`config.mk`:
```
export PLATFORM = sky130hd
export DESIGN_NAME = i2f_sched
export DESIGN_NICKNAME = d
export VERILOG_FILES = /design/src/rtl/i2f_pkg.sv /design/src/rtl/i2f.sv /design/src/rtl/i2f_sched_rr_arb2.sv /design/src/rtl/i2f_sched.sv
export SDC_FILE = /design/constraint.sdc
export NUM_CORES = 1
export LEC_CHECK = 0
export BUFFER_PORTS_ARGS = -buffer_cell sky130_fd_sc_hd__clkbuf_2
export CORE_ASPECT_RATIO = 1.25
export CORE_UTILIZATION = 55
export DETAILED_ROUTE_END_ITERATION = 10
export MAX_ROUTING_LAYER = met4
export PLACE_DENSITY = 0.81
export SYNTH_ARGS = -nofsm -noshare
export SYNTH_HDL_FRONTEND = slang
export SYNTH_SLANG_ARGS = --single-unit
```
`constraint.sdc`:
```
create_clock -name clk -period 12.4 [get_ports clk]
set_input_delay 2.48 -clock clk [delete_from_list [all_inputs] [get_ports clk]]
set_output_delay 2.48 -clock clk [all_outputs]
set_load 0.02 [all_outputs]
```
`src/rtl/i2f_pkg.sv`:
```
// Shared definitions for the i2f scheduler: FSM state encoding and requester ID width.
package i2f_pkg;
  localparam int REQ_W = 1;

  typedef enum logic [1:0] {
    S_IDLE = 2'd0,
    S_CONV = 2'd1,
    S_DONE = 2'd2
  } state_t;
endpackage

```
`src/rtl/i2f.sv`:
```
// Combinational 32-bit two's-complement integer to IEEE-754 single conversion,
// round-to-nearest-even; p_lost flags any discarded non-zero bits.
module i2f (
  input  logic [31:0] d,
  output logic [31:0] a,
  output logic        p_lost
);
  function automatic logic [4:0] msb_pos(input logic [31:0] v);
    msb_pos = '0;
    for (int i = 0; i < 32; i++)
      if (v[i]) msb_pos = 5'(i);
  endfunction

  // norm holds the magnitude below the hidden bit: [30:8] mantissa, [7] guard, [6:0] sticky.
  function automatic logic [31:0] round_rne(input logic sign, input logic [7:0] exp,
                                            input logic [30:0] norm);
    logic [23:0] m;
    logic        up;
    up = norm[7] & ((|norm[6:0]) | norm[8]);
    m  = {1'b0, norm[30:8]} + 24'(up);
    if (m[23]) round_rne = {sign, exp + 8'd1, 23'd0};
    else       round_rne = {sign, exp, m[22:0]};
  endfunction

  logic signed [31:0] sd;
  logic               sign;
  logic        [31:0] mag;
  logic        [31:0] norm;
  logic        [4:0]  pos;

  always_comb begin
    sd     = d;
    sign   = sd[31];
    mag    = sign ? $unsigned(-sd) : $unsigned(sd);
    pos    = msb_pos(mag);
    norm   = mag << (5'd31 - pos);
    a      = '0;
    p_lost = 1'b0;
    if (mag != '0) begin
      a      = round_rne(sign, 8'd127 + {3'b000, pos}, norm[30:0]);
      p_lost = |norm[7:0];
    end
  end
endmodule

```
`src/rtl/i2f_sched_rr_arb2.sv`:
```
// Two-way round-robin arbiter; the pointer names the requester that wins a tie and
// moves to the loser's side only when a grant is actually taken (adv).
module rr_arb2 #(
  parameter int PRIO_INIT = 0
) (
  input  logic       clk,
  input  logic       rst,
  input  logic [1:0] valid,
  input  logic       adv,
  output logic [1:0] gnt
);
  logic ptr;

  always_comb begin
    gnt = valid;
    if (&valid) gnt = ptr ? 2'b10 : 2'b01;
  end

  always_ff @(posedge clk or posedge rst) begin
    if (rst)      ptr <= 1'(PRIO_INIT);
    else if (adv) ptr <= gnt[0];
  end
endmodule

```
`src/rtl/i2f_sched.sv`:
```
// Shares one combinational i2f between two requesters: IDLE accepts, CONV gives the
// converter a full cycle between operand and result registers, DONE holds the result.
module i2f_sched
  import i2f_pkg::*;
#(
  parameter int CNT_W     = 16,
  parameter int PRIO_INIT = 0
) (
  input  logic             clk,
  input  logic             rst,
  input  logic             req0_valid,
  input  logic [31:0]      req0_d,
  output logic             req0_ready,
  input  logic             req1_valid,
  input  logic [31:0]      req1_d,
  output logic             req1_ready,
  output logic             res_valid,
  input  logic             res_ready,
  output logic [31:0]      res_a,
  output logic             res_p_lost,
  output logic             res_id,
  input  logic             stat_clr,
  output logic [CNT_W-1:0] conv_cnt,
  output logic [CNT_W-1:0] lost_cnt
);
  function automatic logic [CNT_W-1:0] sat_inc(input logic [CNT_W-1:0] v);
    sat_inc = (&v) ? v : v + {{(CNT_W-1){1'b0}}, 1'b1};
  endfunction

  state_t           state;
  logic [1:0]       gnt;
  logic             idle;
  logic             accept;
  logic [31:0]      d_sel;
  logic [31:0]      op_reg;
  logic [REQ_W-1:0] id_reg;
  logic [31:0]      cv_a;
  logic             cv_lost;

  assign idle       = (state == S_IDLE);
  assign accept     = idle & (|gnt);
  assign req0_ready = idle & gnt[0] & ~rst;
  assign req1_ready = idle & gnt[1] & ~rst;
  assign d_sel      = gnt[1] ? req1_d : req0_d;

  rr_arb2 #(.PRIO_INIT(PRIO_INIT)) u_arb (
    .clk   (clk),
    .rst   (rst),
    .valid ({req1_valid, req0_valid}),
    .adv   (accept),
    .gnt   (gnt)
  );

  i2f u_i2f (
    .d      (op_reg),
    .a      (cv_a),
    .p_lost (cv_lost)
  );

  // Operand stage: only loaded on accept, so it needs no reset.
  always_ff @(posedge clk) begin
    if (accept) op_reg <= d_sel;
  end

  // Control and result stage.
  always_ff @(posedge clk or posedge rst) begin
    if (rst) begin
      state      <= S_IDLE;
      id_reg     <= '0;
      res_valid  <= 1'b0;
      res_a      <= '0;
      res_p_lost <= 1'b0;
      res_id     <= 1'b0;
    end else begin
      case (state)
        S_IDLE: begin
          if (accept) begin
            id_reg <= gnt[1];
            state  <= S_CONV;
          end
        end
        S_CONV: begin
          res_a      <= cv_a;
          res_p_lost <= cv_lost;
          res_id     <= id_reg;
          res_valid  <= 1'b1;
          state      <= S_DONE;
        end
        S_DONE: begin
          if (res_ready) begin
            res_valid <= 1'b0;
            state     <= S_IDLE;
          end
        end
        default: begin
          res_valid <= 1'b0;
          state     <= S_IDLE;
        end
      endcase
    end
  end

  always_ff @(posedge clk or posedge rst) begin
    if (rst) begin
      conv_cnt <= '0;
      lost_cnt <= '0;
    end else if (stat_clr) begin
      conv_cnt <= '0;
      lost_cnt <= '0;
    end else if (res_valid & res_ready) begin
      conv_cnt <= sat_inc(conv_cnt);
      if (res_p_lost) lost_cnt <= sat_inc(lost_cnt);
    end
  end
endmodule

```
* Word level (Yosys, flattened, before mapping)
Index checks and enable logic that the tools add are counted.
** Word-level totals
- Bits in registers :: 103
- Logic and storage cells :: 99
- Input port bits :: 70
** Cells by class
- Reductions and logical operators :: 15
- $add $sub $neg :: 7
- Muxes and demuxes :: 50
- Equality and inequality tests :: 6
- Bitwise gates (word level) :: 10
- Shifts and indexed selects :: 1
** Operators by type and width (count)
- $mux 16 :: 7
- $mux 32 :: 3
- $mux 5 :: 16
- $add 16x1->16 const B :: 2
- $mux 4 :: 8
- $neg 32->32 :: 1
- $reduce_and 16->1 :: 2
- $reduce_bool 32->1 :: 1
- $shl 32x5->31 :: 1
- $mux 31 :: 1
- $add 23x1->24 :: 1
- $mux 2 :: 6
- $mux 3 :: 4
- $reduce_and 2->1 :: 5
- $add 7x5->8 const A :: 1
- $add 8x1->8 const B :: 1
- $reduce_or 8->1 :: 1
- $and 1x1->1 :: 7
- $reduce_or 7->1 :: 1
- $ne 2x2->1 const B :: 3
- $pmux 2 s3 :: 1
- $sub 5x5->5 const A :: 1
- $reduce_bool 2->1 :: 2
- $mux 1 :: 3
- 9 further kinds :: 10

* Logic depth before layout (Yosys ltp)
Gate-level depths: netlist of the first run.
- Depth in word-level cells :: 41
- Mapped depth :: 26
- Gate-level depth less buffers :: 21

* Hierarchy
From an unflattened synthesis of the first run, not the netlist that was laid out.
** Second synthesis, totals
- Cell total of the unflattened synthesis :: 1204
- Area, all modules :: 10174.8 um^2
** By module, submodules not included
- i2f :: area each 5539.1 um^2, times used 1, cells each 849, sequential area each 0.0 um^2
- i2f_sched :: area each 4569.4 um^2, times used 1, cells each 349, sequential area each 2712.6 um^2
- rr_arb2 :: area each 66.3 um^2, times used 1, cells each 6, sequential area each 25.0 um^2

* Worst setup path before layout of the first run
OpenSTA, ideal clock, no wires.
- Path type :: input to output
- Start point :: input port rst
- End point :: output port req0_ready
- Arrival :: 4495 ps
- Stages on the path :: 2
- Slack :: 5425 ps
- Path buffers :: 0
- Cell sequence :: inv_1 > and4_1
** On the way
- Longest elaborated chain between the ends :: 2
** RTL lines
- start, declared :: line i2f_sched.sv:10 : input logic rst,
- $not 1->1 :: line i2f_sched.sv:42 : assign req0_ready = idle & gnt[0] & ~rst;
- $and 1x1->1 :: line i2f_sched.sv:42
- end, declared :: line i2f_sched.sv:13 : output logic req0_ready,
Every way passes these cells.

* Worst setup path in the final report of the first run
- Start point :: register op_reg[0]
- End point :: register res_a[19]
** On the way
- Longest elaborated chain between the ends :: 41
- Elaborated cells on any way between the ends :: 42
- Classes of those cells :: add/sub: 3; shift: 1; mux: 34; bitwise: 2; reduce/logical: 2
** RTL lines
- start, declared :: line i2f_sched.sv:35 : logic [31:0] op_reg;
- start signal, assigned :: line i2f_sched.sv:62 : if (accept) op_reg <= d_sel;
- $neg 32->32 :: line i2f.sv:34 : mag = sign ? $unsigned(-sd) : $unsigned(sd);
- $mux 32 (*) :: line i2f.sv:34
- $mux 1 :: line i2f.sv:11 : if (v[i]) msb_pos = 5'(i);
- $mux 2 (2 in series) :: line i2f.sv:11
- $mux 3 (4 in series) :: line i2f.sv:11
- $mux 4 (8 in series) :: line i2f.sv:11
- $mux 5 (16 in series) :: line i2f.sv:11
- $sub 5x5->5 :: line i2f.sv:36 : norm = mag << (5'd31 - pos);
- $shl 32x5->31 :: line i2f.sv:36
- $reduce_or 7->1 :: line i2f.sv:19 : up = norm[7] & ((|norm[6:0]) | norm[8]);
- $or 1x1->1 :: line i2f.sv:19
- $and 1x1->1 :: line i2f.sv:19
- $add 23x1->24 :: line i2f.sv:20 : m = {1'b0, norm[30:8]} + 24'(up);
- $mux 31 :: line i2f.sv:21 : if (m[23]) round_rne = {sign, exp + 8'd1, 23'd0};
- $mux 32 (*) :: line i2f.sv:39 : if (mag != '0) begin
- end signal, assigned :: line i2f_sched.sv:83 : res_a <= cv_a;
- end, declared :: line i2f_sched.sv:19 : output logic [31:0] res_a,
Mark *: on every way between the ends. The rest lies on a longest branch, timed or not.
A chain may end at the register's enable or synchronous reset.

==> results of run 1 <==
-- worst max-delay path, stage by stage, from the launching register on --
cell and delay [ns]:
edfxtp_1 0.55, inv_1 0.25, ha_1 0.30, or3b_1 0.61
o41ai_2 0.42, xor2_1 0.40, nand4_1 0.33, o21bai_1 0.30
a21o_1 0.27, a21oi_1 0.82, buf_4 0.39, nor2_1 0.06
a2111oi_0 0.68, a22oi_1 0.38, a21oi_1 0.33, nand3_1 0.34
or3_4 0.52, o311a_1 0.30, a221o_1 0.25
-- per-layer routing --
metal  vias to the layer above  GRT usage  wire (um)
met2                       511     0.6184      15750
met4                         0     0.2358       2074
met5                         -          -          0
met3                       152    0.06402       2085
met1                      4515     0.4112      12380
li1                       4377          -          -
-- worst max-delay path by stage --
stage | startpoint | to | slack [ns] | cells after the start
final | op_reg[0] | res_a[19] | 4.78 | 18
after global routing | op_reg[0] | res_a[27] | 4.46 | 18
after CTS | op_reg[0] | res_a[19] | 5.16 | 18
after detailed placement | op_reg[0] | res_a[27] | 5.21 | 18
after global placement | op_reg[0] | res_a[19] | 5.15 | 18
after floorplan | rst | req0_ready | 5.43 | 2
-- cell type report --
class,instances,share of cell area
clock buffer,9,0.02150
timing repair buffer,147,0.07237
clock inverter,7,0.006210
inverter,23,0.008479
multi-input combinational,896,0.6039
sequential,103,0.2613
tap,220,0.02627
-- metrics by stage --
stage | std cells | hold WS (ns) | power [mW] | setup slack (ns)
after floorplan | 1100 | 0.4429 | 2.087 | 5.425
after global placement | 1389 | 0.4603 | 2.596 | 5.150
after detailed placement | 1389 | 0.4705 | 2.596 | 5.214
after CTS | 1405 | 0.4876 | 2.889 | 5.156
after global routing | 1405 | 0.5027 | 3.120 | 4.456
final | 1405 | 0.4812 | 2.945 | 4.784
-- power breakdown --
| part | total, mW | internal [mW] | switching [mW] |
|---|---|---|---|
| Clock | 0.290 | 0.141 | 0.149 |
| Sequential | 0.591 | 0.466 | 0.125 |
| Combinational | 2.06 | 0.707 | 1.36 |
-- Yosys cell counts, types with 6 or more instances --
cell type   n
buf_6      23
nand2_1    90
nor2b_1     6
nor4_4      6
xnor2_1    44
ha_1        7
o21ai_1     9
edfxtp_1   32
mux2_2     44
nor4_1     19
o31ai_1    16
buf_2       8
o21a_1      7
nor3_1     40
nand3_1    46
or4_1       7
a22oi_1    13
clkbuf_1   32
a211o_1     6
a21boi_0    6
o211ai_1   17
inv_1      20
nor2_1     93
and2_1     12
nand2b_1    6
o22ai_1    17
a31oi_1     7
a22o_1     19
mux2i_1    39
a21oi_1    32
a211oi_1   13
xor2_1     42
and3_1     13
a32oi_1     8
o21ai_0    47
o221ai_1   13
nand4_1    13
a21o_1      9
dfrtp_1    71
or3_1      16
-- cell families (layout without fill, tap and decap cells) --
| group | after synthesis | after routing | synth area share |
|---|---|---|---|
| AO/OA/AOI/OAI | 317 | 317 | 0.2478 |
| XOR/XNOR | 86 | 86 | 0.07785 |
| adder cells (fa/ha/maj) | 7 | 7 | 0.009052 |
| buffers and inverters | 101 | 186 | 0.06427 |
| flip-flops | 103 | 103 | 0.2829 |
| multiplexers | 87 | 87 | 0.09918 |
| AND/OR/NAND/NOR | 399 | 399 | 0.2189 |
==> impl_metrics.yaml, run 1 <==
status:
  status: "completed"
sta:
  finClkSkew_ns: 0.01173
  slew_viol_final: 0
  min_period_ns: 7.616
  finalSetupViolCount: 0
  fmax_mhz: 131.3
  setup_tns_ns: 0
  worstMarginPinSlew_ns: 1.086
  maxSlewHeadroom: 0.2706
  hold_viol: 0
  finalCritPeriodShare: 0.6142
  rsz0062_at_grt: "no"
layout:
  antenna_cells: 0
  post-route-util: 0.6148
  multi_input_area_sq_um: 6327
  stdcell_area_sq_um: 10480
  final_common_cell: "clkbuf_2"
  regArea_sq_um: 2738
  area_growth_pct: 8.289
  nFillCells: 1511
  drive_gt1_frac: 0.2160
  final_nets: 1257
  layout_common_cells: "138 x clkbuf_2, 93 x nor2_1, 90 x nand2_1"
die:
  io_pins: 139
  die_h_um: 150.3
  placementRows: 53
  die_area_sq_um: 18130
  fp.dieW_um: 120.6
  core_area_sq_um: 17040
  start_util: 0.5677
yosys:
  synth_area_leaders: "dfrtp_1 18%, edfxtp_1 9.9%, mux2_2 5.1%, mux2i_1 4.0%, xnor2_1 4.0%"
  yosysWarnings: 0
  netlist_area_sq_um: 9676
  postSynthAreaPerCell_sq_um: 8.796
  synth_cell_types: 104
  synth_cells: 1100
  synth_top_cell_area_share: 0.1836
  synth_edf_count: 32
  syn-num-nets: 1177
  synth_flop_cell: "dfrtp_1"
  ys_ff_latch: 103
  yosysTopAreaCell: "dfrtp_1"
  yosysSeqAreaShare: 0.2829
  async_flop_share: 0.6893
global_route:
  grt_start_max_net_pins: 73
  antenna_found_initial: 0
  grt_pass1_wl_mm: 50.29
  track_usage: 0.3710
  gr-total-overflow: 0
  grt_pass1_vias: 9063
drt:
  routed_wirelength_mm: 32.29
  viasPerCell: 6.801
  wl_per_cell_um: 22.98
  drc: 0
  firstDrtPassIters: 5
  vias: 9555
  ant_nets: 0
  drtIter0Drc: 844
clocking:
  cts.repair.resized: 0
  root_buffer: "clkbuf_16"
  postCtsSetupRepairBufs: 0
  ctsHoldBuffers: 0
  cts_tree: "yes"
  clkTransAtPathRegs_ns: 0.08
  cts_inserted_buffers: 9
  clkLatencyLatePin_ns: 0.37
  cts_sinks: 103
  cts_buffer_depth: 2
  ctsHtreeMaxLevel: 3
place:
  dp_hpwl_mm: 24.96
  placed_area_sq_um: 10190
  routabilityCongestion: 1.038
  port_buffers: 138
critical_path:
  crit_path_start_kind: "register"
  path_class: "register to register"
  r2r_setup_slack_ns: 4.78
  cp_data_required_time_ns: 12.66
  reg2reg_depth: 18
  crit_fanout: 17
  worstReg2RegStart: "op_reg[0]"
  r2r-end: "res_a[19]"
  endpoint_kind: "register"
  arrival_ns: 7.87
worst_hold_path:
  hold_path.class: "register to register"
  min_from: "res_a[11]"
  holdPathStages: 2
  hold-path-endpoint: "res_a[11]"
power:
  p_leak_nw: 4.141
  vdd_ir_drop_max_mv: 0.1191
  p_per_area_nw_per_um2: 281.0
run:
  maxCapViolCount: 0
Note: power is estimated with default switching activity, not from simulation.
==> run 2: changes to the inputs <==
Clock period 12.4 ns to 7.6 ns, I/O delays scaled along.
==> run 2 against run 1 <==
  * Fmax increased by 12%
  * Clock power increased by 61%
  * Largest power group unchanged
  * Critical endpoint is now res_a[27]
  * Highest routed layer unchanged
  * Combinational power increased by 67%
  * Hold slack got worse by 0.0028 ns
  * Clock skew increased by 0.0066 ns
  * Sequential share of layout area decreased by 0.43 points
==> impl_metrics.yaml, run 2 (same netlist as run 1, synthesis figures left out) <==
layout:
  final_nets: 1279
  stdcell_count: 1428
  layout_common_cells: "138 x clkbuf_2, 93 x nor2_1, 90 x nand2_1"
  post-route-util: 0.6251
  final_common_cell: "clkbuf_2"
  drive_gt1_frac: 0.2295
  multi_input_area_sq_um: 6327
  area_growth_pct: 10.11
  stdcell_area_sq_um: 10650
  regArea_sq_um: 2738
  nFillCells: 1466
status:
  status: "completed"
die:
  io_pins: 139
  die_h_um: 150.3
  start_util: 0.5677
  core_area_sq_um: 17040
  fp.dieW_um: 120.6
  die_area_sq_um: 18130
  placementRows: 53
worst_hold_path:
  hold_path.class: "register to register"
drt:
  wl_per_cell_um: 21.73
  drtIter0Drc: 968
  firstDrtPassIters: 6
  routed_wirelength_mm: 31.03
  viasPerCell: 6.756
  vias: 9647
  ant_nets: 0
  drc: 0
critical_path:
  path_cells: "buf_4, inv_1, ha_1, or3b_1, buf_4, nor3_2, a21o_1, xnor2_1, a2111oi_2, a221oi_2, o21ai_2, buf_4, a221o_1, nor3_1, a2111oi_2, or4_1, or3_1, nor4_4, nand4_1, a221o_1"
  slowest_delay_ns: 0.58
  cp_data_required_time_ns: 7.84
  cpLargestDelayFamily: "simple AND/OR/NAND/NOR gates"
  critPathBufInv: 4
  crit_path_start_kind: "register"
  path_class: "register to register"
  cp_slowest_cell: "a221oi_2"
  arrival_ns: 7.05
  cpMostUsedCell: "buf_4"
  endpoint_kind: "register"
  crit_fanout: 32
power:
  vdd_ir_drop_max_mv: 0.2009
  p_per_area_nw_per_um2: 457.3
  total_power_mw: 4.872
  p_leak_nw: 4.245
global_route:
  grt_start_max_net_pins: 73
  gr-total-overflow: 0
  antenna_found_initial: 1
  grt_pass1_wl_mm: 48.97
  grt_pass1_vias: 9049
  track_usage: 0.3572
sta:
  finalSetupViolCount: 0
  finClkSkew_ns: 0.01832
  layout_setup_ws_ns: 0.7864
  setup_tns_ns: 0
  finalCritPeriodShare: 0.8965
  rsz0062_at_grt: "no"
  slew_viol_final: 0
  fmax_mhz: 146.8
  hold_ws_ns: 0.4784
  min_period_ns: 6.814
  hold_viol: 0
  worstMarginPinSlew_ns: 1.005
  maxSlewHeadroom: 0.3276
clocking:
  root_buffer: "clkbuf_16"
  ctsHoldBuffers: 0
  cts_inserted_buffers: 9
  ctsHtreeMaxLevel: 3
  clkLatencyLatePin_ns: 0.37
  clkTransAtPathRegs_ns: 0.08
  postCtsSetupRepairBufs: 0
  cts_buffer_depth: 2
  cts_tree: "yes"
  cts_sinks: 103
  cts.repair.resized: 0
place:
  dp_cells: 1411
  port_buffers: 138
  placed_area_sq_um: 10360
  dp_hpwl_mm: 24.26
  routabilityCongestion: 1.032
  dp_slack_ns: 0.8840
run:
  maxCapViolCount: 0
[run 2: final cells by class]
class                      instances  area share
multi-input combinational        896      0.5939
sequential                       103      0.2570
timing repair buffer             169     0.08784
tap                              220     0.02584
clock buffer                      10     0.02149
inverter                          23    0.008338
clock inverter                     6    0.005402
antenna                            1   0.0002349
[run 2: power by group]
part / switching, mW / internal [mW] / total, mW
registers: 0.201 / 0.760 / 0.961
clock network: 0.237 / 0.228 / 0.466
logic: 2.22 / 1.23 / 3.45
[run 2: path summary, 6_finish.rpt]
| path | cells after the start | slack, ns | start | end |
|---|---|---|---|---|
| setup / recovery | 20 | 0.79 | op_reg[0] | res_a[27] |
| hold / removal | 1 | 0.48 | res_a[30] | res_a[30] |
| setup reg to reg | 20 | 0.79 | op_reg[0] | res_a[27] |
| min in group asynchronous | 3 | 1.40 | rst | state[0] |
| max in group asynchronous | 3 | 5.61 | rst | res_a[18] |
| hold reg to reg | 1 | 0.48 | res_a[30] | res_a[30] |
[run 2: metal layers]
layer	share of wire	wire, um	vias up	global-route usage
li1	-	-	4425	-
met1	0.38	11880	4548	0.4104
met2	0.48	15020	528	0.5830
met3	0.067	2088	146	0.04924
met4	0.066	2046	0	0.2364
met5	0	0	-	-
[run 2: worst reg2reg max path, cell delays in order (launching register included)]
cell and delay (ns):
edfxtp_1 0.36, buf_4 0.18, inv_1 0.19, ha_1 0.31, or3b_1 0.46, buf_4 0.21
nor3_2 0.38, a21o_1 0.22, xnor2_1 0.33, a2111oi_2 0.13, a221oi_2 0.58, o21ai_2 0.16
buf_4 0.29, a221o_1 0.40, nor3_1 0.21, a2111oi_2 0.14, or4_1 0.57, or3_1 0.51
nor4_4 0.51, nand4_1 0.19, a221o_1 0.36
==> run 3: changes to the inputs <==
Settings changed: PLACE_DENSITY 0.81 to 0.74.
==> run 3 against run 2 <==
  * Sequential power barely moved
  * Hold slack got worse by 0.00052 ns
  * Cell area fell by 0.42%
  * Fmax fell by 4.7%
  * Count of clock-buffer cells in the layout fell by 1
  * Flip-flop and latch count did not move
  * Combinational power fell by 1%
  * Total power fell by 0.80%
  * Clock power fell by 2%
  * Critical endpoint is now res_a[12]
  * Largest cell class unchanged
==> impl_metrics.yaml, run 3 (same netlist as run 1, synthesis figures left out) <==
clocking:
  root_buffer: "clkbuf_16"
  cts_inserted_buffers: 9
  cts_buffer_depth: 2
  cts_sinks: 103
  postCtsSetupRepairBufs: 0
  ctsHtreeMaxLevel: 3
  ctsHoldBuffers: 0
  cts_tree: "yes"
  clkLatencyLatePin_ns: 0.36
  cts.repair.resized: 0
  clkTransAtPathRegs_ns: 0.07
sta:
  maxSlewHeadroom: 0.2443
  worstMarginPinSlew_ns: 1.134
  setup_tns_ns: 0
  finalSetupViolCount: 0
  finClkSkew_ns: 0.01149
  finalCritPeriodShare: 0.9406
  slew_viol_final: 0
  rsz0062_at_grt: "no"
  min_period_ns: 7.148
  fmax_mhz: 139.9
  hold_viol: 0
critical_path:
  worstReg2RegStart: "op_reg[0]"
  arrival_ns: 7.39
  path_class: "register to register"
  cp_data_required_time_ns: 7.84
  endpoint_kind: "register"
  endpoint: "res_a[12]"
  crit_path_start_kind: "register"
  r2r_setup_slack_ns: 0.45
  r2r-end: "res_a[12]"
  crit_start: "op_reg[0]"
  reg2reg_depth: 17
  crit_fanout: 25
die:
  placementRows: 53
  die_h_um: 150.3
  fp.dieW_um: 120.6
  core_area_sq_um: 17040
  start_util: 0.5677
  die_area_sq_um: 18130
  io_pins: 139
power:
  p_int_mw: 2.212
  p_leak_nw: 4.224
  p_clk_frac: 0.094
  p_sw_frac: 0.5424
  p_seq_frac: 0.199
  vdd_ir_drop_max_mv: 0.2464
  switching_power_mw: 2.621
  total_power_mw: 4.833
  p_per_area_nw_per_um2: 455.6
  p_comb_frac: 0.707
place:
  port_buffers: 138
  dp_hpwl_mm: 23.86
  routabilityCongestion: 1.052
global_route:
  grt_pass1_wl_mm: 48.58
  gr-total-overflow: 0
  grt_pass1_vias: 8978
  track_usage: 0.3536
  antenna_found_initial: 0
  grt_start_max_net_pins: 72
drt:
  wl_per_cell_um: 21.69
  vias: 9460
  drtIter0Drc: 744
  routed_wirelength_mm: 30.80
  viasPerCell: 6.662
  drc: 0
  firstDrtPassIters: 5
  ant_nets: 0
layout:
  final_nets: 1273
  layout_common_cells: "138 x clkbuf_2, 93 x nor2_1, 90 x nand2_1"
  nFillCells: 1531
  area_growth_pct: 9.647
  multi_input_area_sq_um: 6339
  regArea_sq_um: 2738
  antenna_cells: 0
  drive_gt1_frac: 0.2267
  final_common_cell: "clkbuf_2"
status:
  status: "completed"
run:
  maxCapViolCount: 0
worst_hold_path:
  hold_path.class: "register to register"
==> run 3: layout make-up <==
cell class	count	area share
flip-flops and latches	103	0.2581
well taps	220	0.02595
multi-input cells	896	0.5975
repair buffers	163	0.08397
clock inverters	6	0.004953
clock buffers	9	0.02123
inverters	23	0.008374
==> run 3: metal layers <==
metal | up-vias | track usage | wire, um
met5 | - | - | 0
met4 | 0 | 0.1858 | 1606
met3 | 112 | 0.04773 | 1757
met2 | 449 | 0.5856 | 14980
met1 | 4487 | 0.4183 | 12450
li1 | 4412 | - | -
==> run 3: per-stage QoR <==
stage          instances  hold WS, ns  cell area [sq um]  worst slack, ns  utilization
6_report            1420       0.4779              10610           0.4517       0.6225
5_1_grt             1420       0.5257              10610          0.01594       0.6225
4_1_cts             1420       0.4840              10610           0.5558       0.6225
3_5_place_dp        1405       0.4664              10330           0.5745       0.6062
3_3_place_gp        1405       0.4631              10330           0.7220       0.6062
2_1_floorplan       1100       0.4429               9676            1.941            -
==> run 3: worst min path at each step <==
stage | from | to | slack (ns) | cells after the start
5_1_grt | res_a[11] | res_a[11] | 0.53 | 2
4_1_cts | id_reg | id_reg | 0.48 | 2
3_5_place_dp | id_reg | id_reg | 0.47 | 2
2_1_floorplan | id_reg | id_reg | 0.44 | 2
6_report | id_reg | id_reg | 0.48 | 2
3_3_place_gp | id_reg | id_reg | 0.46 | 2
==> run 3: power by group through the flow <==
stage | sequential (mW) | clock, mW | combinational, mW
after global placement | 0.965 | 0 | 3.33
after CTS | 0.958 | 0.465 | 3.34
after detailed placement | 0.968 | 0 | 3.33
after floorplan | 0.964 | 0 | 2.44
after global routing | 0.989 | 0.485 | 3.65
final | 0.962 | 0.456 | 3.41
==> run 3: worst max-delay path, cell delays in order, from the launching register on <==
cell       delay, ns
edfxtp_1        0.55
inv_1           0.26
ha_1            0.30
or3b_1          0.60
nor3_2          0.48
a21o_1          0.22
xnor2_1         0.20
a2111oi_2       0.44
a221oi_2        0.22
o21ai_4         0.70
mux2i_2         0.50
nand2_1         0.10
a22o_1          0.34
or4_1           0.51
or3_1           0.52
nor4_4          0.52
a21oi_2         0.30
a22o_1          0.26
